==> src/rtl/cheshire_uart_rx_sink.sv <==
// UART receiver for the SoC fixture: oversampled RX line, 8-bit framing with optional parity,
// received bytes buffered in a FIFO and presented on a valid/ready stream.
module cheshire_uart_rx_sink #(
  parameter int unsigned FifoDepth = 8,
  parameter int unsigned DivWidth  = 16,
  parameter bit          ParityEn  = 1'b0,
  parameter bit          ParityOdd = 1'b0
) (
  input  logic                clk_i,
  input  logic                rst_ni,
  input  logic [DivWidth-1:0] clk_div_i,
  input  logic                uart_rx_i,
  output logic [7:0]          data_o,
  output logic                valid_o,
  input  logic                ready_i,
  output logic                frame_err_o,
  output logic                parity_err_o,
  output logic                overflow_o,
  output logic                busy_o
);

  localparam int unsigned AW = $clog2(FifoDepth);

  typedef enum logic [2:0] {StIdle, StStart, StData, StParity, StStop, StBreak} state_e;

  state_e              state_q, state_d;
  logic [DivWidth-1:0] cnt_q, cnt_d, div_q, div_d, div_clamp;
  logic [2:0]          idx_q, idx_d;
  logic [7:0]          shreg_q, shreg_d;
  logic                par_bad_q, par_bad_d;
  logic                push_q, push_d;
  logic                frame_err_q, frame_err_d;
  logic                parity_err_q, parity_err_d;
  logic                overflow_q, overflow_d;
  logic                sync1_q, sync2_q, line_q;
  logic                fall, tick;

  logic [7:0]  mem_q [FifoDepth];
  logic [AW:0] wptr_q, rptr_q;
  logic        empty, full, pop, wr_en;

  // Synchronizer idles high so reset release never looks like a start bit.
  always_ff @(posedge clk_i or negedge rst_ni) begin
    if (!rst_ni) begin
      sync1_q <= 1'b1;
      sync2_q <= 1'b1;
      line_q  <= 1'b1;
    end else begin
      sync1_q <= uart_rx_i;
      sync2_q <= sync1_q;
      line_q  <= sync2_q;
    end
  end

  assign fall      = line_q & ~sync2_q;
  assign tick      = (cnt_q == '0);
  assign div_clamp = (clk_div_i < DivWidth'(4)) ? DivWidth'(4) : clk_div_i;

  always_comb begin
    state_d      = state_q;
    cnt_d        = cnt_q;
    div_d        = div_q;
    idx_d        = idx_q;
    shreg_d      = shreg_q;
    par_bad_d    = par_bad_q;
    push_d       = 1'b0;
    frame_err_d  = 1'b0;
    parity_err_d = 1'b0;
    unique case (state_q)
      StIdle: begin
        if (fall) begin
          div_d     = div_clamp;
          cnt_d     = div_clamp >> 1;
          idx_d     = 3'd0;
          par_bad_d = 1'b0;
          state_d   = StStart;
        end
      end
      StStart: begin
        if (!tick) begin
          cnt_d = cnt_q - DivWidth'(1);
        end else if (sync2_q) begin
          state_d = StIdle;
        end else begin
          cnt_d   = div_q - DivWidth'(1);
          state_d = StData;
        end
      end
      StData: begin
        if (!tick) begin
          cnt_d = cnt_q - DivWidth'(1);
        end else begin
          shreg_d[idx_q] = sync2_q;
          cnt_d          = div_q - DivWidth'(1);
          idx_d          = idx_q + 3'd1;
          if (idx_q == 3'd7) state_d = ParityEn ? StParity : StStop;
        end
      end
      StParity: begin
        if (!tick) begin
          cnt_d = cnt_q - DivWidth'(1);
        end else begin
          par_bad_d = sync2_q != ((^shreg_q) ^ ParityOdd);
          cnt_d     = div_q - DivWidth'(1);
          state_d   = StStop;
        end
      end
      StStop: begin
        if (!tick) begin
          cnt_d = cnt_q - DivWidth'(1);
        end else if (sync2_q) begin
          push_d       = 1'b1;
          parity_err_d = par_bad_q;
          state_d      = StIdle;
        end else begin
          frame_err_d = 1'b1;
          state_d     = StBreak;
        end
      end
      StBreak: begin
        if (sync2_q) state_d = StIdle;
      end
      default: state_d = StIdle;
    endcase
  end

  always_ff @(posedge clk_i or negedge rst_ni) begin
    if (!rst_ni) begin
      state_q      <= StIdle;
      cnt_q        <= '0;
      div_q        <= DivWidth'(4);
      idx_q        <= 3'd0;
      shreg_q      <= 8'h00;
      par_bad_q    <= 1'b0;
      push_q       <= 1'b0;
      frame_err_q  <= 1'b0;
      parity_err_q <= 1'b0;
      overflow_q   <= 1'b0;
    end else begin
      state_q      <= state_d;
      cnt_q        <= cnt_d;
      div_q        <= div_d;
      idx_q        <= idx_d;
      shreg_q      <= shreg_d;
      par_bad_q    <= par_bad_d;
      push_q       <= push_d;
      frame_err_q  <= frame_err_d;
      parity_err_q <= parity_err_d;
      overflow_q   <= overflow_d;
    end
  end

  // shreg_q is untouched while push_q is high, so it serves as the write data.
  assign empty      = (wptr_q == rptr_q);
  assign full       = (wptr_q[AW] != rptr_q[AW]) && (wptr_q[AW-1:0] == rptr_q[AW-1:0]);
  assign pop        = valid_o && ready_i;
  assign wr_en      = push_q && (!full || pop);
  assign overflow_d = push_q && full && !pop;

  always_ff @(posedge clk_i or negedge rst_ni) begin
    if (!rst_ni) begin
      wptr_q <= '0;
      rptr_q <= '0;
    end else begin
      if (wr_en) wptr_q <= wptr_q + {{AW{1'b0}}, 1'b1};
      if (pop)   rptr_q <= rptr_q + {{AW{1'b0}}, 1'b1};
    end
  end

  always_ff @(posedge clk_i) begin
    if (wr_en) mem_q[wptr_q[AW-1:0]] <= shreg_q;
  end

  assign valid_o      = !empty;
  assign data_o       = empty ? 8'h00 : mem_q[rptr_q[AW-1:0]];
  assign frame_err_o  = frame_err_q;
  assign parity_err_o = parity_err_q;
  assign overflow_o   = overflow_q;
  assign busy_o       = (state_q != StIdle);

endmodule

==> config.mk <==
export PLATFORM = sky130hd
export DESIGN_NAME = cheshire_uart_rx_sink
export DESIGN_NICKNAME = d
export VERILOG_FILES = /design/src/rtl/cheshire_uart_rx_sink.sv
export SDC_FILE = /design/constraint.sdc
export NUM_CORES = 1
export LEC_CHECK = 0
export CAP_MARGIN = 20
export CORE_UTILIZATION = 60
export DETAILED_ROUTE_END_ITERATION = 8
export GPL_TIMING_DRIVEN = 0
export PLACE_DENSITY_LB_ADDON = 0.05
export SYNTH_ARGS = -nofsm -noshare
export SYNTH_HDL_FRONTEND = slang
export SYNTH_SLANG_ARGS = --single-unit
==> constraint.sdc <==
create_clock -name clk_i -period 3.5 [get_ports clk_i]
set_clock_uncertainty 0.05 [all_clocks]
set_input_delay 0.7 -clock clk_i [delete_from_list [all_inputs] [get_ports clk_i]]
set_output_delay 0.7 -clock clk_i [all_outputs]
set_load 0.02 [all_outputs]
## Word level (Yosys, flattened, before mapping)

Memories as Yosys holds them, arrays and structs flattened.
Index checks and enable logic that the tools add are counted.

| operators by class | value |
|---|---|
| reduce and logical (&&, ||, !) cells | 24 |
| bitwise logic cells | 2 |
| mux-type cells | 38 |
| $add $sub $neg | 5 |
| equal/unequal tests | 19 |
| magnitude comparators | 3 |

Operators by type and width:

| operator | count |
|---|---|
| 2-to-1 mux 16 bit | 6 |
| one-hot mux 16 bit (4 select lines) | 1 |
| subtractor 16 x 1 -> 16 bit (second input constant) | 2 |
| 2-to-1 mux 3 bit | 10 |
| one-hot mux 3 bit (6 select lines) | 1 |
| zero test 16 bit | 1 |
| < comparator 16 x 3 -> 1 bit (second input constant) | 1 |
| != test 2 bit (second input constant) | 8 |
| 2-to-1 mux 1 bit | 14 |
| == test 3 bit (second input constant) | 3 |
| adder 4 x 1 -> 4 bit (second input constant) | 2 |
| bitwise mux 8 bit | 1 |
| 2-to-1 mux 8 bit | 1 |
| parity 8 bit | 1 |
| AND reduction 7 bit | 1 |
| == test 3 x 2 -> 1 bit (second input constant) | 2 |
| logical AND 1 bit | 6 |
| one-hot mux 3 bit (2 select lines) | 1 |
| AND reduction 3 bit | 2 |
| == test 4 bit | 1 |
| < comparator 3 x 4 -> 1 bit (second input constant) | 1 |
| AND reduction 2 bit | 2 |
| AND reduction 4 bit | 1 |
| nonzero test 2 bit | 2 |
| other kinds (17) | 20 |

| storage, ports and cells | value |
|---|---|
| output and inout port bits | 13 |
| memories kept | 1 |
| logic and storage cells | 107 |
| register bits after elaboration | 62 |
| input port bits | 20 |
| memory bits (writable) | 64 |

Memories:

| memory | depth | width | rd ports | clocked after Yosys merged registers in | write ports | RTL line | RTL |
|---|---|---|---|---|---|---|---|
| mem_q | 8 | 8 | 1 | 0 | 1 | 38 | `logic [7:0] mem_q [FifoDepth];` |

## Logic depth before layout (Yosys ltp)

Gate-level depths: netlist (run 1).

| logic depth | value |
|---|---|
| depth in word-level cells | 7 |
| depth in mapped cells | 10 |
| mapped depth without buffers | 8 |

## Worst setup path before layout (run 1)

OpenSTA, ideal clock, no wires.

| path | value |
|---|---|
| kind | flip-flop to flip-flop |
| start | register rptr_q[1] |
| end | memory mem_q[4][0], enable pin |
| library setup time | 0.398 ns |
| arrival | 2.110 ns |
| path slack | 0.942 ns |
| data required time | 3.052 ns |
| stages on the path, launching flop included | 7 |
| cell sequence | dfrtp_1 clkbuf_1 xnor2_1 nand3_1 or3_1 nand2_1 nor4b_1 |

| on the way | value |
|---|---|
| word-level cells in the longest chain between the ends | 7 |
| elaborated cells on any way between the ends | 10 |

Ends and longest elaborated chain:

| element | RTL line | RTL |
|---|---|---|
| start: declaration | 39 | `logic [AW:0] wptr_q, rptr_q;` |
| start signal: assignment | 166 | `if (pop) rptr_q <= rptr_q + {{AW{1'b0}}, 1'b1};` |
| == test 4 bit / == test 3 bit (equally long branches) | 154, 155 |  |
| zero test 1 bit / logical AND 1 bit (equally long branches) | 174, 155 |  |
| logical AND 1 bit / zero test 1 bit (equally long branches) | 156, 157 |  |
| logical OR 1 bit * | 157 | `assign wr_en = push_q && (!full \|\| pop);` |
| logical AND 1 bit * | 157 |  |
| 2-to-1 mux 1 bit * | 171 | `if (wr_en) mem_q[wptr_q[AW-1:0]] <= shreg_q;` |
| 2-to-1 mux 1 bit (implied by the code) * | 171 |  |
| end: declaration | 38 |  |

Mark *: on every way between the ends. The rest lies on a longest branch, timed or not.

## Worst setup path after layout (run 1)

| path | value |
|---|---|
| start | register rptr_q[0] |
| end | output port data_o[6] |

| on the way | value |
|---|---|
| word-level cells in the longest chain between the ends | 2 |
| elaborated cells on any way between the ends | 3 |

Ends and longest elaborated chain:

| element | RTL line | RTL |
|---|---|---|
| memory read (8 x 8 bit) / == test 4 bit (equally long branches) | - |  |
| 2-to-1 mux 8 bit * | 175 | `assign data_o = empty ? 8'h00 : mem_q[rptr_q[AW-1:0]];` |
| end: declaration | 13 | `output logic [7:0] data_o,` |

Marked as above.

==> results.txt, run 1 <==
The flow ran to the end, and the final reports show no timing, DRC or antenna violations. The worst supply voltage drop on vdd is ~400 uV. The cell-internal power came out at 3600 uW. In the layout the commonest cells are 64 x edfxtp_1, 58 x dfrtp_1, 48 x nand2_1. The routability congestion estimate is ~0.94. The buffer type at the clock tree root is clkbuf_8. The effective utilization at floorplan came out at 62.6%. The mapped netlist covers a little over 6000 um^2. The number of antenna violations at the first check in global routing is 0.

The clock reaches the later pin of the worst-skew pair after 0.52 ns. The total inserted antenna cells came out at 0. The relative contribution of combinational cells to total power came out at 26.6%.

The endpoint type of the worst setup path is an output pin. Net switching is approximately a third of the power. Across every metal layer, demand over resource in global routing totals a little over a quarter. The number of flops mapped to enable cells by yosys is 64.

The count of synthesis-stage warnings from yosys is 0. The setup slack of the worst register-to-register path is 0.60 ns. The H-tree generated during clock tree synthesis spans 4 levels.

The routed design has around 14000 um of wire. The worst relative slew slack is 40.2%. The most common library cell in the layout ignoring fill and taps is edfxtp_1. Once the clock tree was built, the setup fixing pass inserted 0 buffers. The die footprint came out at 10700 um^2.

The total nets after synthesis came out at 552. At the worst endpoint, the required time is 2.75 ns. The mean number of vias per cell is 6.00.

For the pin with the worst max-slew slack, the measured transition is a little under 0.9 ns. The post-route cell area came out at 7390 um^2. The clock edge transition at the registers on the reported setup and hold paths came out at ~0.060 ns. After the first detailed-routing iteration, the DRC count stood at 389. The number of buffers added to fix hold violations after cts came out at 0. The total of endpoints with negative setup slack in the final report is 0.

The routed layout has 4371 vias. The static leakage is 0.00285 uW. The critical path is of the reg2out type. Pin placement for this block handled 33 I/O pins. The number of slew-limit violations in the final report came to 0. The synthesized-area fraction occupied by ao, oa, aoi and oai cells came out at 8.32%. The total clock buffers created by CTS came out at 17. The wire length of the first global-routing pass came out at 22100 um. The post-route netlist has about 17% of its cells at a drive strength greater than 1. STA classifies the critical path startpoint as a flop.

The worst register-to-register path ends at shreg_q[5]$_DFFE_PN0P_. Derived from the worst setup path, the maximum achievable clock frequency is between 0.3 and 0.4 GHz. The clock network power share is 35.0%.

Across the run, the number of max-cap violations was 0. The number of resized instances in the post-cts repair step came out at 5. The data arrival time of the critical path came out at 2.58 ns. The clock tree from TritonCTS is yes. Across all setup checks in the final design, the least slack found is 0.167 ns. After Yosys synthesis, and, or, nand and nor cells account for around 16% of the synthesized area. The region available for standard cell placement spans 9910 um^2. The adder and majority cell fraction of the synthesized area came out at approximately 1.4%. After synthesis, the largest family of logic cells by area is simple AND/OR/NAND/NOR gates. The via count of the first global-routing pass is 4287.

The largest fanout of any net on the critical path is 10. The initialized floorplan defines 36 standard-cell rows. The number of detailed-route iterations in the first pass came out at 5. The clock period could shrink to between 3 and 4 ns.

The min-delay analysis places its worst path in the category in2async. The number of clock sinks seen by CTS is 126. The final count of hold timing violations came out at 0.

Timing analysis after detailed placement gives a worst setup slack of 0.266 ns. The largest net degree at the start of global routing is 35. The floorplan step set the die width to a little over 100 um. The final-layout fill cell count is 660. The final net count is 610. The count of cell types in the netlist is 54.

The floorplan step set the die height to 104 um. Registers are responsible for about two fifths of the overall power. The buffer depth of the longest clock path came out at 2. In the finished design, the share of the clock period the worst path needs comes to a little over nine tenths.

The routed length per placed instance is about 19 um. The placement-stage cell area is 6730 um^2. Sequential cells were found to cover 56.1% of the synthesized design area. The layout overhead on the synthesized area is 19.2%. The depth of the most critical reg-to-reg path came out at 8. The post-synthesis instance total came out at 525. For this design the total switching power over the nets is roughly 1700 uW. The fraction of synthesized area in multiplexers came out at 11.1%. In this run the critical register-to-register path is launched from cnt_q[0]$_DFFE_PN0P_.

The global route total overflow came out at 0. In this run the remaining antenna-violating nets after routing total 0. The synthesized design contains between 100 and 150 register bits. The worst hold margin came out at 0.227 ns. The average cell area after synthesis is 11.8 um^2.

For this design the ratio of total power to cell area is 714 nW/um^2. The predominant post-synthesis flop cell is edfxtp_1. Setup repair after global routing left no endpoint under its margin.

The port buffer count is 32. The half-perimeter wire length after detailed placement came out at around 9500 um. For this run, asynchronously set or reset flops after synthesis account for 49.2%. The share of the synthesized netlist area taken by xor and xnor gates came out at around 4.8%. The number of remaining DRC errors is 0.
-- final cells by class --
type / instances / area (um^2) / area share (%)
inverter: 9 / 33.8 / 0.457
tap: 133 / 166 / 2.25
clock buffer: 18 / 418 / 5.66
timing repair buffer: 39 / 373 / 5.05
multi-input combinational: 361 / 2580 / 34.9
buffer: 29 / 131 / 1.78
sequential: 126 / 3480 / 47.1
clock inverter: 14 / 206 / 2.79
-- how the worst max path moves through the flow --
stage	startpoint	to	slack, ns	depth (start not counted)
after global routing	rptr_q[0]$_DFFE_PN0P_	data_o[5]	0.009	6
after global placement	rst_ni	div_q[0]$_DFFE_PN0P_	-0.36	1
after CTS	rptr_q[0]$_DFFE_PN0P_	data_o[6]	0.06	6
after detailed placement	rptr_q[1]$_DFFE_PN0P_	data_o[4]	0.27	6
final	rptr_q[0]$_DFFE_PN0P_	data_o[6]	0.17	6
after floorplan	rptr_q[1]$_DFFE_PN0P_	mem_q[4][0]$_DFFE_PP_	0.94	6
-- stage by stage --
stage	utilization (%)	std cells	setup TNS (ns)	power [uW]
floorplan	-	525	0	3020
global placement	67.5	690	-20.60	3380
detailed placement	67.9	694	0	3420
CTS	74.3	726	0	5290
global route	74.5	729	0	5530
finish	74.5	729	0	5280
-- sequential cells by signal (all words and copies together) (netlist names) --
signal / cells
cnt_q: 16
div_q: 16
frame_err_o: 1
idx_q: 3
line_q: 1
mem_q: 64
overflow_o: 1
par_bad_q: 1
parity_err_o: 1
push_q: 1
rptr_q: 4
shreg_q: 8
state_q: 3
sync1_q: 1
sync2_q: 1
wptr_q: 4
-- cell usage after synthesis (all sizes together) (14+ instances only) --
cell type  instances  area, um^2
a21oi             18        90.1
clkbuf            20        75.1
dfrtp             58        1450
edfxtp            64        1920
mux2              22         248
mux4              16         360
nand2             48         180
nor2              42         165
nor3              21         120
nor4              14        93.8
o21ai             46         230
xnor2             25         219
-- routing by layer --
metal / track usage (%) / share of wire (%)
met1: 32.1 / 42
met2: 48.0 / 52
met5: 0 / 0
met3: 5.66 / 3.8
met4: 11.8 / 2.3
-- cell families (layout without fill, tap and decap cells) --
logic type | after synthesis | count (layout)
AOI/OAI and AO/OA | 90 | 90
xor gates and xnor gates | 34 | 34
DFF | 126 | 126
and+or+nand+nor | 184 | 184
adders and majority gates | 7 | 7
buffers and inverters | 38 | 109
muxes | 46 | 46
-- worst max-delay path: stages (launching register included) --
cell	delay, ns
dfrtp_1	0.35
buf_4	0.24
buf_6	0.21
mux4_2	0.54
mux2i_1	0.14
nor2_1	0.05
clkdlybuf4s50_1	0.53
-- power groups by stage --
stage / logic, uW / registers (uW) / clock network (uW)
floorplan: 1030 / 1980 / 0
global placement: 1340 / 2030 / 0
detailed placement: 1380 / 2050 / 0
CTS: 1400 / 2020 / 1870
global route: 1540 / 2060 / 1930
finish: 1400 / 2030 / 1850
(Power assumes the default switching activity.)
==> run 2: changes to the inputs <==
--- a/config.mk
+++ b/config.mk
@@ -8,7 +8,6 @@
 export CAP_MARGIN = 20
 export CORE_UTILIZATION = 60
 export DETAILED_ROUTE_END_ITERATION = 8
-export GPL_TIMING_DRIVEN = 0
 export PLACE_DENSITY_LB_ADDON = 0.05
 export SYNTH_ARGS = -nofsm -noshare
 export SYNTH_HDL_FRONTEND = slang
==> results.txt, run 2 (synthesized netlist as in run 1, its figures left out) <==
The mean number of vias per cell came out at 6.07 (+1.2%). The relative contribution of combinational cells to total power is 26.0% (-0.6 points). The endpoint type of the worst setup path is an output pin. The number of remaining DRC errors came out at 0 (unchanged).

The total of max-cap violations is 0 (unchanged). Setup repair after global routing left no endpoint under its margin. The worst path buffer plus inverter count came out at 2 (-1).

The number of placed I/O pins is 33 (unchanged). The overall die height is 104 um (unchanged). The path class of the tightest hold or removal check is reg2reg.

The buffer type at the clock tree root is clkbuf_8. The power per cell area is 692 nW/um^2 (-3.2%). TritonCTS built the clock tree.

The static leakage came out at 0.00279 uW (-2.2%). The kind of cell with the highest combined delay along the critical path is buffers and inverters. The maximum operating frequency came out at 0.302 GHz (+0.67%). The post-detailed-routing wire length came to 13200 um (-3.7%). The time the final worst path needs with I/O delays and setup is 3.31 ns (-0.0221 ns).

The global route total overflow came out at 0 (unchanged). The largest fanout of any net on the critical path was 14 (+4). The worst relative slew slack came out at 32.9% (-7.3 points). The worst supply voltage drop on vdd came out at 426 uV (+4.9%). The required time at the endpoint of the critical path is 2.75 ns (about the same). The number of DRC markers after the initial detailed-route iteration came out at 287 (-26%). The kind of start point of the critical path is a flop. The die span in x came out at 104 um (unchanged). The flip-flop count of the largest register after layout came out at 64 (unchanged). The buffer depth of the longest clock path was 2 (unchanged). The number of clock sinks seen by CTS is 126 (unchanged). The number of antenna violations at the first check in global routing is 0 (unchanged). The deepest level of the CTS H-tree came to 4 (unchanged). The routed length per placed instance came out at 18.6 um (-0.73%). The ratio of final minimum period to clock period is 94.6% (-0.63 points).

Leaving out fill and tap cells, the most frequent cell in the layout is edfxtp_1. The wire length of the first global-routing pass came to 21900 um (-0.87%). The switching share of total power is 32.8% (+1.1 points).

The via count of the routed design came out at 4289 (-1.9%). The total negative setup slack is 0 ns (unchanged). The post-placement setup slack came to 0.464 ns (+0.198 ns).

The total of endpoints with negative setup slack in the final report is 0 (unchanged). The number of rows in the core area is 36 (unchanged). The share of post-route cells with drive strength above 1 came to 16.6% (-0.060 points). The total clock buffers created by CTS is 17 (unchanged). The longest individual stage delay on the worst path came out at 0.55 ns (about the same).

The global routing usage on met2 is 44.8% (-3.2 points). The proportion of power drawn by flip-flops and latches came out at 41.8% (+3.4 points). Walking the worst path, the cells encountered are buf_6 -> mux4_2 -> mux2i_1 -> nor2_1 -> clkdlybuf4s50_1. The via count of the first global-routing pass came out at 4223 (-1.5%). The clock network latency to the later pin of the worst-skew pair came out at 0.51 ns (about the same). The clock network power share is 32.2% (-2.8 points).

The routability congestion estimate was 0.914 (-2.5%). In the layout the commonest cells are 64 x edfxtp_1, 57 x dfrtp_1, 48 x nand2_1. The area of the core came out at 9910 um^2 (unchanged). The cell-internal power is 3360 uW (-6.8%). The actual slew at the worst max-slew pin came to 0.999 ns (+0.110 ns).

The data arrival time of the critical path came out at 2.56 ns (-0.02 ns). The flow ran to the end, and the final reports show no timing, DRC or antenna violations. The global routing usage on met3 came out at 6.86% (+1.2 points).

The power spent charging and discharging nets came out at 1640 uW (-2.0%). The worst-case setup margin in the final layout was 0.189 ns (+0.0221 ns). The slowest stage of the critical path belongs to the cell mux4_2. The half-perimeter wire length after detailed placement is 8890 um (-6.7%).

The clock edge transition at the registers on the reported setup and hold paths came out at 0.06 ns (about the same). The die footprint was 10700 um^2 (unchanged). The global-route met1 utilization was 33.5% (+1.4 points).

The number of slew-limit violations in the final report is 0 (unchanged). The global-route usage over all layers came out at 26.8% (-0.39 points). The total inserted antenna cells came to 0 (unchanged).

The count of antenna-violating nets left after detailed routing came out at 0 (unchanged). The routing layer with the top usage in global route is met2. The largest net degree at the start of global routing is 54 (+54%). The port buffer count came out at 32 (unchanged). The critical path is of the reg2out type. The worst hold margin was 0.306 ns (+0.0790 ns). The number of detailed-route iterations in the first pass came to 5 (unchanged).

The final count of hold timing violations is 0 (unchanged). The effective utilization at floorplan is 62.6% (unchanged). The layout overhead on the synthesized area is 16.6%. The final net count came to 588 (-3.6%).
-- run 2: cell types whose count changed in the layout (fill, tap and decap cells not counted), sizes merged --
cell | previous run | this run
bufinv | 4 | 1
clkbuf | 40 | 18
inv | 14 | 12
buf | 15 | 13
dlygate4sd3 | 0 | 1
clkinv | 2 | 8
-- run 2: area by class of cell --
cell class / count / area, um^2
sequential: 126 / 3480
fill: 672 / 2680
multi-input combinational: 361 / 2570
timing repair buffer: 46 / 427
clock buffer: 17 / 414
tap: 133 / 166
clock inverter: 15 / 139
inverter: 9 / 33.8
-- run 2: per-stage QoR --
stage | area (um^2) | instances | total power (uW) | utilization (%)
finish | 7230 | 707 | 5000 | 72.9
global route | 7230 | 707 | 5280 | 72.9
CTS | 7220 | 706 | 5030 | 72.8
detailed placement | 6650 | 673 | 3400 | 67.1
global placement | 6640 | 672 | 3340 | 67.0
floorplan | 6200 | 525 | 3020 | -
-- run 2: power groups by stage --
stage	clock network [uW]	registers, uW	logic [uW]
2_1_floorplan	0	1980	1030
3_3_place_gp	0	2090	1250
3_5_place_dp	0	2110	1290
4_1_cts	1640	2080	1310
5_1_grt	1710	2130	1440
6_report	1610	2090	1300
-- run 2: path summary, 6_finish.rpt --
kind                                       start                      to  slack, ns  depth (start not counted)
hold / removal                 sync1_q$_DFF_PN1_       sync2_q$_DFF_PN1_       0.31                          0
setup reg to reg            cnt_q[0]$_DFFE_PN0P_  shreg_q[5]$_DFFE_PN0P_       0.66                          8
hold reg to reg                sync1_q$_DFF_PN1_       sync2_q$_DFF_PN1_       0.31                          0
max in group asynchronous                 rst_ni  parity_err_o$_DFF_PN0_       1.92                          3
setup / recovery           rptr_q[0]$_DFFE_PN0P_               data_o[2]       0.19                          5
min in group asynchronous                 rst_ni   wptr_q[1]$_DFFE_PN0P_       0.53                          2
-- run 2: worst register-to-register path, stage by stage, from the launching register on --
cell     delay [ns]
dfrtp_1        0.44
inv_1          0.15
ha_1           0.16
nor4b_4        0.29
nand4_2        0.29
nor4_1         0.47
nand2_1        0.21
nor3b_1        0.30
mux2_2         0.36
-- run 2: repair_timing --
item,in CTS,in global routing
endpoints found under the hold margin,9,0
hold buffers,1,0
resized for setup,1,1
setup buffers,0,0
setup endpoints to repair,7,7
-- run 2: routing by layer --
layer | up-vias | part of all wire [%]
li1 | 2016 | -
met1 | 2087 | 41
met2 | 156 | 52
met3 | 30 | 5.2
met4 | 0 | 2.1
met5 | - | 0
